### src/rtl/rob_commit_queue.sv
// Circular reorder buffer: hands out rename tags at dispatch, captures CDB results,
// retires in program order and pulses flush for one cycle after a mispredicted retire.
module rob_commit_queue #(
  parameter int DEPTH = 32,
  parameter int TAG_W = $clog2(DEPTH),
  parameter int PTR_W = $clog2(DEPTH) + 1
) (
  input  logic             clk,
  input  logic             rst,
  input  logic             dispatch_valid,
  input  logic [4:0]       dispatch_rd,
  output logic             dispatch_ready,
  output logic [TAG_W-1:0] dispatch_tag,
  input  logic             cdb_valid,
  input  logic [TAG_W-1:0] cdb_tag,
  input  logic [31:0]      cdb_value,
  input  logic             cdb_mispredict,
  output logic             commit_valid,
  output logic             commit_we,
  output logic [4:0]       commit_rd,
  output logic [31:0]      commit_v,
  output logic [TAG_W-1:0] commit_tag,
  output logic             flush,
  output logic [PTR_W-1:0] count,
  output logic             empty
);

  logic [DEPTH-1:0] busy;
  logic [DEPTH-1:0] done;
  logic [DEPTH-1:0] mispred;
  logic [4:0]       rd_q  [DEPTH];
  logic [31:0]      val_q [DEPTH];

  logic [PTR_W-1:0] head;
  logic [PTR_W-1:0] tail;
  logic             flush_q;

  logic [TAG_W-1:0] head_idx;
  logic [TAG_W-1:0] tail_idx;
  logic             full;
  logic             dispatch_fire;
  logic             cdb_fire;
  logic             mispred_retire;

  assign head_idx = head[TAG_W-1:0];
  assign tail_idx = tail[TAG_W-1:0];

  // Full when indices match but the wrap bits differ; empty when pointers match exactly.
  assign full  = (head_idx == tail_idx) && (head[TAG_W] != tail[TAG_W]);
  assign empty = (head == tail);
  assign count = tail - head;
  assign flush = flush_q;

  assign dispatch_ready = !full && !flush_q;
  assign dispatch_tag   = tail_idx;
  assign dispatch_fire  = dispatch_valid && dispatch_ready;

  assign cdb_fire = cdb_valid && busy[cdb_tag] && !flush_q;

  // Commit reads the head straight from storage; a same-cycle CDB result is not bypassed.
  assign commit_valid   = busy[head_idx] && done[head_idx] && !flush_q;
  assign commit_rd      = busy[head_idx] ? rd_q[head_idx]  : 5'd0;
  assign commit_v       = busy[head_idx] ? val_q[head_idx] : 32'd0;
  assign commit_tag     = head_idx;
  assign commit_we      = commit_valid && (commit_rd != 5'd0);
  assign mispred_retire = commit_valid && mispred[head_idx];

  // Control state: pointers, per-entry status bits and the flush pulse.
  always_ff @(posedge clk) begin
    if (rst) begin
      head    <= '0;
      tail    <= '0;
      busy    <= '0;
      done    <= '0;
      mispred <= '0;
      flush_q <= 1'b0;
    end else begin
      flush_q <= mispred_retire;
      if (mispred_retire) begin
        // The mispredicted branch retires this cycle; everything younger is discarded.
        head    <= '0;
        tail    <= '0;
        busy    <= '0;
        done    <= '0;
        mispred <= '0;
      end else begin
        if (dispatch_fire) begin
          busy[tail_idx]    <= 1'b1;
          done[tail_idx]    <= 1'b0;
          mispred[tail_idx] <= 1'b0;
          tail              <= tail + PTR_W'(1);
        end
        if (cdb_fire) begin
          done[cdb_tag]    <= 1'b1;
          mispred[cdb_tag] <= cdb_mispredict;
        end
        if (commit_valid) begin
          busy[head_idx] <= 1'b0;
          head           <= head + PTR_W'(1);
        end
      end
    end
  end

  // Payload storage: only ever read through a busy entry, so it needs no reset.
  always_ff @(posedge clk) begin
    if (dispatch_fire) begin
      rd_q[tail_idx] <= dispatch_rd;
    end
    if (cdb_fire) begin
      val_q[cdb_tag] <= cdb_value;
    end
  end

endmodule

### config.mk
export PLATFORM = sky130hd
export DESIGN_NAME = rob_commit_queue
export DESIGN_NICKNAME = d
export VERILOG_FILES = /design/src/rtl/rob_commit_queue.sv
export SDC_FILE = /design/constraint.sdc
export NUM_CORES = 1
export LEC_CHECK = 0
export CAP_MARGIN = 25
export CORE_MARGIN = 2
export CORE_UTILIZATION = 30
export CTS_CLUSTER_DIAMETER = 80
export CTS_CLUSTER_SIZE = 12
export DETAILED_ROUTE_END_ITERATION = 8
export PLACE_DENSITY_LB_ADDON = 0.12
export SLEW_MARGIN = 5
export SYNTH_ARGS = -nofsm -noshare
export SYNTH_HDL_FRONTEND = slang
export SYNTH_SLANG_ARGS = --single-unit
### constraint.sdc
create_clock -name clk -period 7.7 [get_ports clk]
set_input_delay 0.77 -clock clk [delete_from_list [all_inputs] [get_ports clk]]
set_output_delay 0.77 -clock clk [all_outputs]
set_load 0.01 [all_outputs]
## Yosys cells after proc, flatten, opt, wreduce, memory -nomap -nowiden

Memories as Yosys holds them, arrays and structs flattened. A register that Yosys moved wholly into a read port is not among the register bits.
Cells that the tools add are included.

- Add/subtract/negate cells: 3
- Magnitude comparators: 6
- Equal/unequal tests: 3
- Mux-type cells: 37
- Bitwise logic cells: 7
- Reduce and logical (&&, ||, !) cells: 16

Operators by type and width:

| operator | count |
|---|---|
| $mux 32 | 13 |
| $and 32x32->32 | 3 |
| $not 32->32 | 2 |
| $or 32x32->32 | 2 |
| $bwmux 32 | 1 |
| $mux 5 | 5 |
| $bmux 1 s5 | 4 |
| $lt 5x6->1 const B | 3 |
| $demux 1 s5 | 3 |
| $ge 5x1->1 const B | 3 |
| $add 6x1->6 const B | 2 |
| $logic_and 1x1->1 | 12 |
| $mux 1 | 11 |
| $eq 6x6->1 | 1 |
| $sub 6x6->6 | 1 |
| $eq 5x5->1 | 1 |
| $reduce_bool 5->1 | 1 |
| $logic_not 1->1 | 2 |
| $reduce_or 2->1 | 1 |
| $ne 1x1->1 | 1 |

- Register bits after elaboration: 109
- Memory bits (writable): 1,184
- Bits of input ports: 47
- Output and inout bits: 58
- Logic and storage cells: 80
- Memories kept: 2

Memories:

| name | words | width | read ports | clocked after memory_dff | wr ports | line | text |
|---|---|---|---|---|---|---|---|
| val_q | 32 | 32 | 1 | 1 | 1 | 32 | `logic [31:0] val_q [DEPTH];` |
| rd_q | 32 | 5 | 1 | 1 | 1 | 31 | `logic [4:0] rd_q [DEPTH];` |

## Depth between registers and ports, before layout

- Depth in word-level cells: 11
- Depth in mapped cells: 13
- Depth with buffers taken out: 9

## Worst setup path before layout

OpenSTA, ideal clock, no wires.

- Path type: input port to flip-flop
- Start point: input port cdb_tag[2]
- End point: memory val_q[0][0] (enable)
- Setup time: 0.461 ns
- Data arrival time: 4.330 ns
- Required time: 7.239 ns
- Slack: 2.909 ns
- Stages on the path: 8
- Path buffers: 3
- Cell sequence: clkbuf_1 nor3b_1 a22oi_1 nand4_1 buf_2 nand3b_1 clkbuf_1 nor3_1

- Cells in the longest elaborated chain, start to end: 6

RTL lines:

| what | line | text |
|---|---|---|
| start, declared | 15 | `input logic [TAG_W-1:0] cdb_tag,` |
| $bmux 1 s5 | 58 | `assign cdb_fire = cdb_valid && busy[cdb_tag] && !flush_q;` |
| $mux 1 (not written as such) | 58 |  |
| $logic_and 1x1->1 (2 in a row) | 58 |  |
| $mux 1 | 110 | `if (cdb_fire) begin` |
| $mux 1 (not written as such) | 111 | `val_q[cdb_tag] <= cdb_value;` |
| end, declared | 32 |  |

Several ways; a longest one is shown, not always the timed one. The select of a mux whose other input is x is not followed.

==> summary.txt <==
Synth
  – Synth top area cells: edfxtp_1 (69%), mux4_2 (17%), dfxtp_1 (4.4%)
  – Synthesized cell area: between 50000 and 60000 µm²
  – Post-synth top area share: 69.3%
  – Asr flop ratio synth: 0%
  – Synthesized Nets: approximately 2600
  – Cell count after synthesis: 2516
  – Synth area leader: edfxtp_1
  – Synthesis-stage register bit count: between 1000 and 1500
  – YS warnings: 0
  – Post-synthesis sequential area ratio: between 70% and 80%
  – EDFF count, synth: around 1200
  – Most used DFF post-synth: edfxtp_1
  – Cell variety after synth: 50
  – Syn Area/Cell: about 20 µm²

Place
  – DP Area: approximately 56000 µm²
  – Detail Placement HPWL: 83.6 mm
  – RD Place Congestion: 0.830
  – # port buffers: roughly 100

Worst setup path
  – Critical path destination: commit_v[2]
  – Crit-path cells: buf_12, mux4_2, mux4_2, mux2i_1, nor2_1, clkdlybuf4s50_1
  – Register-to-Register Path Depth: 8
  – CP dominant cell by count: mux4_2
  – Flop2flop setup slack: 3.69 ns
  – R2R Path Start: busy[28]
  – WP data arrival: between 4 and 5 ns
  – Largest fanout on the critical path: 63
  – CP startpoint kind: register
  – Critical path endpoint category: output pin
  – CP Class: register to output pin
  – Largest stage delay on the critical path: slightly below 0.8 ns
  – Worst r2r dst: val_q[31][13]
  – Slowest-stage cell, CP: dfxtp_4
  – Req. time, crit path: just under 7 ns

Cells and area
  – Finished Cell Area: between 50000 and 60000 µm²
  – Layout cells sized above 1: between 20 and 25%
  – Syn-to-layout area delta: 15.3%
  – Antenna cells: 0
  – Nets@finish: 2743

Global routing
  – Overall routing resource usage: ~16%
  – Pin count of the biggest net entering global routing: 74
  – Vias in the first global route: around 27000
  – First-pass GRT wire length: 199 mm
  – GR Overflow Total: 0
  – Initial antenna violation count: 3

Power
  – Final Power: roughly 0.013 W
  – Int Power: approximately 0.011 W
  – Clock share of power: 40.2%
  – Sw Share: around a fifth
  – Register share of total power: between 50% and 60%
  – Maximum VDD drop: between 150 and 200 µV
  – PD cells: 226 nW/µm²
  – Logic pwr share: 2.3%
  – Leakage: between 15 and 20 nW
  – P_sw: about 0.0027 W

Clocking
  – CTS tree: done
  – Sink Count: ~1300
  – Inserted Clock Buffers: 120
  – Clock Latency Late Sink: 0.76 ns
  – H-tree levels: 3
  – # Post-CTS Setup Buffers: 0
  – Clock Path Buffers: 3
  – Clk slew on worst S/H paths: about 0.060 ns
  – Hold-fix buffers at CTS: 0
  – Root Driver: clkbuf_16
  – Post-CTS sizing: 0

Routing
  – DR pass1 iterations: 5
  – Drt total wl: between 100 and 150 mm
  – Number of vias per cell: about 5.1
  – Routed len/inst: between 20 and 30 µm
  – # DRC: 0
  – Initial drt markers: between 2000 and 2500
  – Via count: about 25000
  – Final antenna-violating net count: 0

STA
  – Worst-margin pin slew: just under 1 ns
  – Tcrit/Tclk final: 66.2%
  – Relative slew slack: between 30 and 40%
  – Final hold vios: 0
  – Max Slew Vio Count: 0
  – F_max: between 150 and 200 MHz
  – Final Critical Period: 5.10 ns
  – RSZ-0062 raised after global routing: false
  – Final Skew: between 0.03 and 0.04 ns
  – Setup Viol. Count Final: 0
  – Setup_tns: 0 ns

Floorplanning
  – Die ar.: approximately 170000 µm²
  – Cell Rows: between 150 and 200
  – Die X: around 420 µm
  – Top Ports: around 110
  – Initial Util: a little under a third
  – Height of the die: ~420 µm
  – Total core area: around 170000 µm²

Outcome
  – Status: finished, final reports clean

Worst hold path
  – HP Class: register to register

Run
  – Max Cap Viol: 0
## final cells by class
class | count | area, µm²
repair buffers | 212 | 2410
well taps | 2218 | 2780
fillers | 15800 | 111000
clock buffers | 138 | 3110
flip-flops and latches | 1298 | 37900
clock inverters | 12 | 185
inverters | 50 | 188
multi-input cells | 1000 | 12600
## worst min path at each step
stage	slack (ns)	cells past startpoint	to	startpoint
2_1_floorplan	0.43	2	done[10]	done[10]
3_3_place_gp	0.44	2	done[16]	done[16]
3_5_place_dp	0.45	2	done[8]	done[8]
4_1_cts	0.46	2	done[8]	done[8]
5_1_grt	0.47	2	done[16]	done[16]
6_report	0.46	2	done[20]	done[20]
## metrics by stage
| stage | hold slack [ns] | util [%] | cells | setup WS [ns] |
|---|---|---|---|---|
| floorplan | 0.429 | - | 2516 | 2.91 |
| global placement | 0.442 | 32.4 | 4735 | 2.19 |
| detailed placement | 0.449 | 32.7 | 4761 | 2.11 |
| CTS | 0.458 | 34.7 | 4911 | 2.27 |
| global route | 0.473 | 34.9 | 4928 | 2.31 |
| finish | 0.458 | 34.9 | 4928 | 2.60 |
## worst max-delay path, delay by kind of cell, from the launching register on
family | cells | cell delay (ns)
muxes | 3 | 1.62
buffers and inverters | 2 | 0.97
and+or+nand+nor | 1 | 0.09
DFF | 1 | 0.79
## flip-flops by register name, summed over array words and instances (netlist names), named ones only
name / flops
val_q: 1024
rd_q: 160
busy: 32
done: 32
mispred: 32
head: 6
tail: 6
flush: 1
## per-layer routing
metal	wire length, µm	up-vias	track usage (%)
li1	-	10700	-
met1	61000	13700	21.7
met2	68200	677	26.4
met3	5860	209	2.49
met4	4180	4	4.84
met5	29	-	0
## Yosys cell counts, drive strengths merged (3+ instances only)
cell type	count
xor2	5
a311oi	32
nand2b	3
and2	7
or3	3
a21o	6
nand4	24
or3b	5
nand3	57
nor3	15
xnor2	4
nand3b	14
nand2	53
mux2i	69
a22oi	18
o21ai	12
mux4	378
inv	50
nor2	116
o311ai	6
a2bb2oi	8
nor2b	5
ha	13
and3b	9
edfxtp	1184
clkbuf	73
o211ai	9
mux2	6
dfxtp	114
nor3b	12
and3	12
buf	95
a21oi	63
o41ai	3
o22ai	18
## cells by family (layout without fill, tap and decap cells)
group           after synthesis  count (layout)  share of synthesized area, %
flops                      1298            1298                          73.8
simple gates                340             340                          3.31
compound gates              184             184                          2.42
buf+inv                     218             412                          1.91
xor+xnor                      9               9                         0.154
mux                         453             453                          18.1
fa+ha+maj                    14              14                         0.356
## power by group through the flow
| stage | registers [W] | clock network (W) | logic (W) |
|---|---|---|---|
| after floorplan | 0.00784 | 0 | 0.0000852 |
| after global placement | 0.00785 | 0 | 0.000270 |
| after detailed placement | 0.00784 | 0 | 0.000305 |
| after CTS | 0.00769 | 0.00558 | 0.000305 |
| after global routing | 0.00768 | 0.00581 | 0.000341 |
| final | 0.00769 | 0.00538 | 0.000315 |
## placed cells by master (no fill, tap or decap), types with 18 or more instances in the layout
cell type        synthesis  final
clkbuf_16                0    121
dfxtp_1                114    108
a21oi_1                 63     63
mux4_2                 378    378
nand4_1                 24     24
nand2_1                 53     53
inv_1                   50     41
nand3_1                 57     57
buf_8                    0     28
a22oi_1                 18     18
nor2_1                 116    107
a311oi_1                32     31
buf_4                   15     59
edfxtp_1              1184   1184
mux2i_1                 69     69
o22ai_1                 18     18
clkdlybuf4s50_1          0    103
No activity file was read; power rests on OpenSTA's default activity.
